**src/rtl/oam_dma_if.sv**
```systemverilog
// CPU/memory-map bus bundle seen by the OAM DMA engine.
// slave = DMA engine side, master = CPU / external bus-mux side.
interface oam_dma_if;
    logic [15:0] cpu_addr;
    logic [7:0]  cpu_data_out;
    logic        cpu_r_nw;
    logic [7:0]  mem_data_in;
    logic        dma_active;
    logic        cpu_rdy;
    logic [15:0] dma_addr;
    logic [7:0]  dma_data_out;
    logic        dma_r_nw;

    modport slave (
        input  cpu_addr, cpu_data_out, cpu_r_nw, mem_data_in,
        output dma_active, cpu_rdy, dma_addr, dma_data_out, dma_r_nw
    );

    modport master (
        output cpu_addr, cpu_data_out, cpu_r_nw, mem_data_in,
        input  dma_active, cpu_rdy, dma_addr, dma_data_out, dma_r_nw
    );
endinterface

```
**src/rtl/oam_dma.sv**
```systemverilog
// OAM sprite DMA: a CPU write to 16'h4014 copies 256 bytes from page:00..page:FF to 16'h2004.
// Optional macro OAM_DMA_ALIGN_EN adds a parity-driven ALIGN dummy cycle after HALT.
//
// state | meaning
// IDLE  | bus owned by CPU, waiting for a write to 16'h4014
// HALT  | CPU stalled, dummy read of 16'h0000
// ALIGN | extra dummy read so READ starts on the right bus phase
// READ  | read {page,idx}, capture byte into buffer
// WRITE | write buffer to 16'h2004, advance idx
module oam_dma (
    input  logic      clk_ph1,
    input  logic      rst,
    oam_dma_if.slave  bus
);

    typedef enum logic [2:0] {
        S_IDLE  = 3'd0,
        S_HALT  = 3'd1,
        S_ALIGN = 3'd2,
        S_READ  = 3'd3,
        S_WRITE = 3'd4
    } state_t;

    state_t      r_state;
    state_t      w_next;
    logic [7:0]  r_page;
    logic [7:0]  r_idx;
    logic [7:0]  r_buffer;
    logic        w_trigger;
    logic [15:0] w_addr;
    logic        w_r_nw;

    // Only looked at in IDLE, so writes to 16'h4014 during a transfer are ignored.
    assign w_trigger = (r_state == S_IDLE) && (bus.cpu_addr == 16'h4014) && !bus.cpu_r_nw;

`ifdef OAM_DMA_ALIGN_EN
    logic r_parity;

    always_ff @(posedge clk_ph1 or negedge rst) begin
        if (!rst) r_parity <= 1'b0;
        else      r_parity <= ~r_parity;
    end
`endif

    always_ff @(posedge clk_ph1 or negedge rst) begin
        if (!rst) r_state <= S_IDLE;
        else      r_state <= w_next;
    end

    always_comb begin
        w_next = r_state;
        case (r_state)
            S_IDLE:  if (w_trigger) w_next = S_HALT;
`ifdef OAM_DMA_ALIGN_EN
            S_HALT:  w_next = r_parity ? S_ALIGN : S_READ;
`else
            S_HALT:  w_next = S_READ;
`endif
            S_ALIGN: w_next = S_READ;
            S_READ:  w_next = S_WRITE;
            S_WRITE: w_next = (r_idx == 8'hFF) ? S_IDLE : S_READ;
            default: w_next = S_IDLE;
        endcase
    end

    always_ff @(posedge clk_ph1 or negedge rst) begin
        if (!rst) begin
            r_page   <= 8'h00;
            r_idx    <= 8'h00;
            r_buffer <= 8'h00;
        end else begin
            if (w_trigger) begin
                r_page <= bus.cpu_data_out;
                r_idx  <= 8'h00;
            end
            if (r_state == S_READ)  r_buffer <= bus.mem_data_in;
            // 8-bit wrap keeps the address inside the selected page.
            if (r_state == S_WRITE) r_idx <= r_idx + 8'h01;
        end
    end

    always_comb begin
        w_addr = 16'h0000;
        w_r_nw = 1'b1;
        case (r_state)
            S_READ:  w_addr = {r_page, r_idx};
            S_WRITE: begin
                w_addr = 16'h2004;
                w_r_nw = 1'b0;
            end
            default: begin
                w_addr = 16'h0000;
                w_r_nw = 1'b1;
            end
        endcase
    end

    assign bus.dma_addr     = w_addr;
    assign bus.dma_r_nw     = w_r_nw;
    assign bus.dma_data_out = r_buffer;
    assign bus.dma_active   = (r_state != S_IDLE);
    assign bus.cpu_rdy      = (r_state == S_IDLE);

endmodule

```
**src/flat_wrapper.sv**
```systemverilog
// flat-port wrapper written by rule: the top's interface ports become plain ports
module oam_dma_flat 
  (clk_ph1, rst, bus_cpu_addr, bus_cpu_data_out, bus_cpu_r_nw, bus_mem_data_in, bus_dma_active, bus_cpu_rdy, bus_dma_addr, bus_dma_data_out, bus_dma_r_nw);
  oam_dma_if bus_i ();
  input  logic clk_ph1;
  input  logic rst;
  input wire logic [$bits(bus_i.cpu_addr)-1:0] bus_cpu_addr;
  input wire logic [$bits(bus_i.cpu_data_out)-1:0] bus_cpu_data_out;
  input wire logic [$bits(bus_i.cpu_r_nw)-1:0] bus_cpu_r_nw;
  input wire logic [$bits(bus_i.mem_data_in)-1:0] bus_mem_data_in;
  output wire logic [$bits(bus_i.dma_active)-1:0] bus_dma_active;
  output wire logic [$bits(bus_i.cpu_rdy)-1:0] bus_cpu_rdy;
  output wire logic [$bits(bus_i.dma_addr)-1:0] bus_dma_addr;
  output wire logic [$bits(bus_i.dma_data_out)-1:0] bus_dma_data_out;
  output wire logic [$bits(bus_i.dma_r_nw)-1:0] bus_dma_r_nw;
  assign bus_i.cpu_addr = bus_cpu_addr;
  assign bus_i.cpu_data_out = bus_cpu_data_out;
  assign bus_i.cpu_r_nw = bus_cpu_r_nw;
  assign bus_i.mem_data_in = bus_mem_data_in;
  assign bus_dma_active = bus_i.dma_active;
  assign bus_cpu_rdy = bus_i.cpu_rdy;
  assign bus_dma_addr = bus_i.dma_addr;
  assign bus_dma_data_out = bus_i.dma_data_out;
  assign bus_dma_r_nw = bus_i.dma_r_nw;
  oam_dma u_core (.clk_ph1(clk_ph1), .rst(rst), .bus(bus_i));
endmodule
```
**config.mk**
```make
export PLATFORM = sky130hd
export DESIGN_NAME = oam_dma_flat
export DESIGN_NICKNAME = d
export VERILOG_FILES = /design/src/rtl/oam_dma_if.sv /design/src/rtl/oam_dma.sv /design/src/flat_wrapper.sv
export SDC_FILE = /design/constraint.sdc
export NUM_CORES = 1
export LEC_CHECK = 0
export CORE_UTILIZATION = 37
export CTS_CLUSTER_SIZE = 28
export DETAILED_ROUTE_END_ITERATION = 12
export GPL_ROUTABILITY_DRIVEN = 0
export PLACE_DENSITY_LB_ADDON = 0.25
export SETUP_SLACK_MARGIN = 0.2
export SLEW_MARGIN = 5
export SYNTH_ARGS = -nofsm -noshare
export SYNTH_HDL_FRONTEND = slang
export SYNTH_SLANG_ARGS = --single-unit
export TNS_END_PERCENT = 100
```
**constraint.sdc**
```tcl
create_clock -name clk_ph1 -period 1.7 [get_ports clk_ph1]
set_clock_uncertainty 0.2 [all_clocks]
set_input_delay 0.34 -clock clk_ph1 [delete_from_list [all_inputs] [get_ports clk_ph1]]
set_output_delay 0.34 -clock clk_ph1 [all_outputs]
set_load 0.02 [all_outputs]
```
After elaboration in Yosys (flattened, before gate mapping)

Cells that the tools add are included.

Input port bits: 35
Output and inout bits: 27
Bits in registers: 27
Logic and storage cells: 26

Muxes and demuxes: 7
$add $sub $neg: 1
Equal/unequal tests: 7
Reductions and logical operators: 7

Operators with widths:

| cell                                             | count |
|---|---|
| one-hot mux 16 bit (2 select lines)              | 1 |
| == test 16 x 15 -> 1 bit (second input constant) | 1 |
| 2-to-1 mux 8 bit                                 | 2 |
| one-hot mux 3 bit (4 select lines)               | 1 |
| adder 8 x 1 -> 8 bit (second input constant)     | 1 |
| == test 8 bit (second input constant)            | 1 |
| == test 3 x 2 -> 1 bit (second input constant)   | 2 |
| == test 3 x 1 -> 1 bit (second input constant)   | 1 |
| == test 3 bit (second input constant)            | 1 |
| logical NOT 3 bit                                | 1 |
| 2-to-1 mux 3 bit                                 | 1 |
| nonzero test 3 bit                               | 1 |
| logical AND 1 bit                                | 2 |
| 2-to-1 mux 2 bit                                 | 1 |
| != test 2 x 1 -> 1 bit (second input constant)   | 1 |
| nonzero test 2 bit                               | 1 |
| OR reduction 2 bit                               | 1 |
| logical NOT 1 bit                                | 1 |
| 2-to-1 mux 1 bit                                 | 1 |

Longest topological paths before layout

Depth in word-level cells: 5
Gate-level depth with buffers: 6
Gate-level depth less buffers: 5

Least setup slack after synthesis

Ideal clock, no wire load.

Kind: reg2reg
Start: reg u_core.r_state[0]
End: reg u_core.r_page[4]
Path slack: -315 ps
Cell stages (with the launch flop): 7
Data arrival time: 1690 ps
Data required time: 1375 ps
Setup time: 125 ps
Cells stage by stage: dfrtp_1 > or3_4 > clkinv_2 > nand4_4 > nor2_8 > buf_8 > mux2_4

Cells in the longest elaborated chain, start to end: 3

RTL lines:

| what                            | line               | text |
|---|---|---|
| from (decl)                     | oam_dma.sv:24      | `state_t r_state;` |
| from (signal assigned)          | oam_dma.sv:47      | `else r_state <= w_next;` |
| logical NOT 3 bit               | -                  |  |
| net bus_cpu_rdy                 | flat_wrapper.sv:12 | `output wire logic [$bits(bus_i.cpu_rdy)-1:0] bus_cpu_rdy;` |
| logical AND 1 bit (2 in series) | oam_dma.sv:34      | `assign w_trigger = (r_state == S_IDLE) && (bus.cpu_addr == 16'h4014) && !bus.cpu_r_nw;` |
| to (signal assigned)            | oam_dma.sv:73      | `r_page <= bus.cpu_data_out;` |
| to (decl)                       | oam_dma.sv:26      | `logic [7:0] r_page;` |

The timed path passes the listed nets, and every way through them passes these cells.
A chain may end at the register's enable or synchronous reset.

Worst setup path after layout

Start: reg u_core.r_state[0]
End: reg u_core.r_page[6]

Cells in the longest elaborated chain, start to end: 3

RTL lines:

| what                            | line |
|---|---|
| logical NOT 3 bit               | oam_dma.sv:34 |
| logical AND 1 bit (2 in series) | oam_dma.sv:34 |

Every way passes these cells.

==> impl_metrics.toml <==
[outcome]
status = "finished with violations"
violations = "negative setup slack"

[global_route]
grt_max_degree = 28
grt_pass1_vias = 1343
grt_overflow = 0
antenna_found_initial = 0
grt_pass1_wl_um = 6020
track_usage = 0.194

[clock_tree]
cts.sinks = 27
cts.clk_slew.worst_paths_ns = 0.16
cts-root-buf = "clkbuf_4"
clock_latency_ns = 0.34
cts_tree = "yes"
numCtsBuffers = 3
clock_path_buffers = 2
htreeDepth = 1
cts-hold-fix-buffers = 0

[floorplan]
die-width_um = 62.5
dieArea_um2 = 3910
coreArea_um2 = 3420
initial_core_util = 0.397
die_h_um = 62.5
core.rowCount = 21
ioPinCount = 62

[detailed_routing]
post_drt_wl_per_cell_um = 15.2
vias_per_cell = 4.85
routed_wl_um = 3990
first_iter_violations = 31
dr.pass1.iters = 4
ant_nets = 0
drcViolationCount = 0
num_vias = 1272

[synth]
synth-edff-count = 0
synth_top_family_by_area = "simple AND/OR/NAND/NOR gates"
synthAdderAreaFrac = 0.00923
synth_mux_area_frac = 0.144
synth_cell_type_count = 35
synth_seq_area_share = 0.498
synth_xor_area_frac = 0.0129
syn_area_um2 = 1360
async_reset_ff_frac = 1.00
synth-simple-area-share = 0.254
synth.avg_cell_area_um2 = 11.7
yosysTopAreaCell = "dfrtp_1"
ys_top_cells_by_count = "dfrtp_1 (27), and2_1 (14), mux2_2 (12), nand2_1 (11)"
synth-seq-cells = 27
synth_top_area_frac = 0.498
syn_inst = 116
synth_compound_area_frac = 0.0554
synth_flop_cell = "dfrtp_1"
syn-num-nets = 152
yosys_warnings = 0
yosysMostFrequentCell = "dfrtp_1"
synth_area_leaders = "dfrtp_1 (50%), mux2_2 (10%), and2_1 (6.5%)"

[final_layout]
num_antenna_cells = 0
fill_cells = 257
utilization = 0.721
post-route-cell-area_um2 = 2460
final_cells = 262
syn2layout_area_growth_pct = 81.6
drive_above_1_share = 0.523
fin_nets = 253

[setup_path]
crit_slowest_cell = "dfrtp_1"
cp.required_ns = 1.75
timing.rr.start = "u_core.r_state[0]"
cp-end-kind = "flop"
path_class = "flop to flop"
cp.arrival_ns = 2.10
start_kind = "flop"
crit_chain = "buf_6 -> or3_4 -> clkinv_4 -> buf_12 -> nand4_4 -> nor2_4 -> mux2_4"
cp_slowest_stage_delay_ns = 0.44
critPathLaunch = "u_core.r_state[0]"
critPathMaxFanout = 5

[placement]
dp.cells = 245
place_hpwl_um = 2630
dpl_cell_area_um2 = 2210
port_buffers = 61

[timing]
rsz0062_at_grt = "yes"
setup_viol = 44
hold_slack_ns = 0.154
max_slew_margin = 0.741
fin_crit_ns = 2.05
fin_crit_sh = 1.21
setup_slack_ns = -0.354
slew_violations = 0
tightest_slew_ns = 0.387
setup-tns-final_ns = -11.13
finalHoldViolCount = 0
fmax_mhz = 487

[power_and_ir_drop]
p_per_area_nw_per_um2 = 1400
vdd_drop_max_mv = 0.616
p_leak_nw = 1.15

[min_path]
min_path_type = "input port to asynchronous set/reset pin"

[run]
cap_violations = 0
-- metrics by stage --
stage | power [mW] | setup slack (ns)
2_1_floorplan | 1.87 | -0.263
3_3_place_gp | 2.74 | -0.528
3_5_place_dp | 2.80 | -0.582
4_1_cts | 3.17 | -0.351
5_1_grt | 3.66 | -0.412
6_report | 3.45 | -0.354
-- power by group --
part           leakage [nW]  switching (mW)  total, mW  internal (mW)
clock                0.0177           0.209      0.297         0.0887
sequential            0.335           0.174       1.04          0.865
combinational         0.799           0.921       2.12           1.20
total                  1.15            1.30       3.45           2.15
-- flip-flops by register name (all words and copies together) (netlist names) --
name / cells
u_core.bus.dma_data_out: 8
u_core.r_idx: 8
u_core.r_page: 8
u_core.r_state: 3
-- critical path, delay by kind of cell (launching register included) --
kind | cells | cell delay, ns
flops | 1 | 0.44
mux | 1 | 0.32
buf+inv | 3 | 0.29
simple gates | 3 | 0.72
-- path summary, 6_finish.rpt --
kind	slack [ns]	cells after the start	to
worst max-delay path	-0.35	7	u_core.r_page[6]
worst min-delay path	0.15	2	u_core.r_state[1]
min in group clk_ph1	0.33	1	u_core.bus.dma_data_out[1]
worst min register to register	0.33	1	u_core.bus.dma_data_out[1]
max in group asynchronous	0.89	2	u_core.r_page[2]
worst max register to register	-0.35	7	u_core.r_page[6]
-- per-layer routing --
metal | share of wire | up-vias | track usage
met5 | 0 | - | 0
met4 | 0.016 | 0 | 0.0785
met3 | 0.046 | 6 | 0.0328
met2 | 0.52 | 38 | 0.345
met1 | 0.42 | 612 | 0.229
li1 | - | 616 | -
-- cells in the final DEF, fill, tap and decap left out, drive strengths merged, types with 2 or more instances in the layout --
master         count
and2              14
nor4               2
xor2               2
o21ai              5
dfrtp             27
buf               65
o211ai             4
nand2             11
mux2              16
nand4              5
nor2               5
or3                3
nand3              2
clkdlybuf4s50     34
clkbuf             3
nor3b              4
clkinv             2
-- cell families after synthesis --
group / after synthesis
AO/OA/AOI/OAI: 12
XOR/XNOR: 2
adder cells (fa/ha/maj): 1
buffers and inverters: 6
flip-flops: 27
multiplexers: 16
AND/OR/NAND/NOR: 52
-- what timing repair did --
action / in CTS / in global routing
resized for setup: 146 / 44
endpoints found under the setup margin: 52 / 44
buffers inserted: 8 / 3
pin swaps: 2 / 12
gates cloned: 2 / 0
-- final cells by class --
cell class	instances	area, um2	area share
Clock inverter	1	5.00	0.00203
Clock buffer	3	22.5	0.00914
Inverter	2	12.5	0.00508
Multi-Input combinational cell	84	759	0.308
Sequential cell	27	676	0.274
Tap cell	46	57.6	0.0234
Timing Repair Buffer	99	931	0.378
Note: power is estimated with default switching activity, not from simulation.
==> edit (config.mk and constraints unchanged) <==
Add a define of `OAM_DMA_ALIGN_EN`.
--- a/src/rtl/oam_dma.sv
+++ b/src/rtl/oam_dma.sv
@@ -7,6 +7,8 @@
 // ALIGN | extra dummy read so READ starts on the right bus phase
 // READ  | read {page,idx}, capture byte into buffer
 // WRITE | write buffer to 16'h2004, advance idx
+`define OAM_DMA_ALIGN_EN
+
 module oam_dma (
     input  logic      clk_ph1,
     input  logic      rst,
Function: changed (a bounded check fails within 4 cycles, from zero or initial values and one cycle with rst low).
==> edit against the unedited design <==
  * The run still ends with setup timing left
  * Design area decreased by 2.4%
  * Synthesized area grew 4.4%
  * Setup slack got worse by 0.079 ns
  * Highest routed layer unchanged
  * Global-route usage increased by 0.33 points
  * Synthesized cell count up 10%
  * Routed wire length decreased by 4.3%
  * Sequential share of layout area is 1.9 points higher
  * Sequential cell count increased by 1
  * Power down 17%
==> edit: results (changes against the unedited design) <==
<table>
<tr><th>Metric</th><th>Value</th></tr>
<tr><th colspan="2">Outcome</th></tr>
<tr><td>Status</td><td>complete, but fails checks</td></tr>
<tr><td>Failing checks</td><td>setup timing</td></tr>
<tr><th colspan="2">GRT</th></tr>
<tr><td>First-pass GRT wire length</td><td>6130 µm (+1.8%)</td></tr>
<tr><td>Total global routing track utilization</td><td>19.7% (+0.33 points)</td></tr>
<tr><td>Pin count of the biggest net entering global routing</td><td>29 (+3.6%)</td></tr>
<tr><th colspan="2">Synth</th></tr>
<tr><td>Net count after synthesis</td><td>164 (+7.9%)</td></tr>
<tr><td>Seq/Total Area, Yosys</td><td>49.5% (-0.35 points)</td></tr>
<tr><td>Synth area leaders</td><td>dfrtp_1 (49%), mux2_2 (10%), and2_1 (6.2%)</td></tr>
<tr><td>Top post-synthesis cells by count</td><td>dfrtp_1 (28), and2_1 (14), nand2_1 (14), mux2_2 (13), o21ai_0 (8)</td></tr>
<tr><th colspan="2">Timing</th></tr>
<tr><td>Final number of setup-violating endpoints</td><td>36 (-18%)</td></tr>
<tr><td>Slack of the critical path</td><td>-0.433 ns (-0.0789 ns)</td></tr>
<tr><th colspan="2">Clocking</th></tr>
<tr><td>Skew-Pair Late Insertion Delay</td><td>0.29 ns (-0.05 ns)</td></tr>
<tr><td>Clock Root Buffer</td><td>clkbuf_8</td></tr>
<tr><td>Clock transition at the register clock pins on the worst setup and hold paths after CTS</td><td>0.11 ns (-0.05 ns)</td></tr>
<tr><th colspan="2">Routing</th></tr>
<tr><td>Total detailed-routing wirelength</td><td>3810 µm (-4.3%)</td></tr>
<tr><td>Iteration-0 DRC Markers</td><td>49 (+58%)</td></tr>
<tr><th colspan="2">Final layout</th></tr>
<tr><td>Filler cells</td><td>299 (+16%)</td></tr>
<tr><td>Share of post-route cells with drive strength above 1</td><td>42.8% (-9.5 points)</td></tr>
<tr><td>Fin nets</td><td>259 (+2.4%)</td></tr>
<tr><th colspan="2">Pwr</th></tr>
<tr><td>Leak pwr</td><td>1.12 nW (-2.4%)</td></tr>
<tr><td>Maximum ir drop on the vdd rail</td><td>0.947 mV (+54%)</td></tr>
<tr><th colspan="2">Setup path</th></tr>
<tr><td>Worst endpoint data arrival time</td><td>2.12 ns (+0.02 ns)</td></tr>
<tr><td>Path depth of the worst reg2reg path</td><td>6 (-1)</td></tr>
<tr><td>Crit-path max FO</td><td>6 (+1)</td></tr>
<tr><th colspan="2">Placement</th></tr>
<tr><td>Dpl hpwl</td><td>2650 µm (+0.69%)</td></tr>
</table>
edit: power by group through the flow:
| stage | clock network, W | registers, W | logic [W] |
|---|---|---|---|
| finish | 0.000542 | 0.000958 | 0.00136 |
| global placement | 0 | 0.000959 | 0.00120 |
| global route | 0.000579 | 0.000980 | 0.00145 |
| CTS | 0.000548 | 0.000955 | 0.00128 |
| floorplan | 0 | 0.00107 | 0.000488 |
| detailed placement | 0 | 0.000970 | 0.00123 |
edit: worst max-delay path by stage:
stage	cells after the start	end	slack, ns
final	6	u_core.r_page[3]	-0.43
after global routing	6	u_core.r_page[4]	-0.50
after CTS	6	u_core.r_page[3]	-0.41
after detailed placement	6	u_core.r_page[3]	-0.58
after global placement	6	u_core.r_page[4]	-0.53
after floorplan	6	u_core.r_page[5]	-0.59
edit: critical path, stage by stage, from the launching register on:
cell and delay, ns:
dfrtp_2 0.47, nor3_4 0.21, inv_2 0.05, or4b_4 0.52, nor2_8 0.13, buf_12 0.13
mux2_2 0.32
edit: area by class of cell:
cell class	instances	share of cell area [%]
flip-flops and latches	28	29.3
clock buffers	3	1.72
multi-input cells	91	28.7
clock inverters	1	1.25
well taps	48	2.50
repair buffers	95	35.9
inverters	4	0.625
edit: logic make-up (layout without fill, tap and decap cells):
logic type,count (synthesis),in the layout,share of synthesized area (%)
flip-flops,28,28,49.5
AND/OR/NAND/NOR,56,56,24.2
adder cells (fa/ha/maj),1,1,0.883
AO/OA/AOI/OAI,17,17,7.24
multiplexers,16,16,13.5
XOR/XNOR,1,1,0.618
buffers and inverters,9,103,4.06
edit: repair_timing:
action,CTS,global route
setup buffers,7,3
gates cloned,0,1
resized for setup,108,29
endpoints found under the hold margin,0,0
setup endpoints to repair,53,48
pin swaps,6,6
hold buffers,0,0
edit: layer usage:
layer / share of wire, % / wire length [µm] / GRT usage [%] / vias up
met3: 4.4 / 169 / 3.39 / 5
met2: 56 / 2130 / 37.1 / 40
met4: 1.4 / 55 / 8.24 / 0
met5: 0 / 0 / 0 / -
met1: 38 / 1460 / 21.4 / 630
li1: - / - / - / 639
edit: through the flow:
step	hold slack [ns]	util, %	cell area, µm²	std cells	worst slack, ns
after global routing	0.231	65.7	2400	270	-0.497
after global placement	0.213	60.6	2220	255	-0.533
after detailed placement	0.216	60.6	2220	255	-0.579
final	0.209	65.7	2400	270	-0.433
after floorplan	-0.156	-	1420	128	-0.593
after CTS	0.229	65.9	2410	266	-0.411
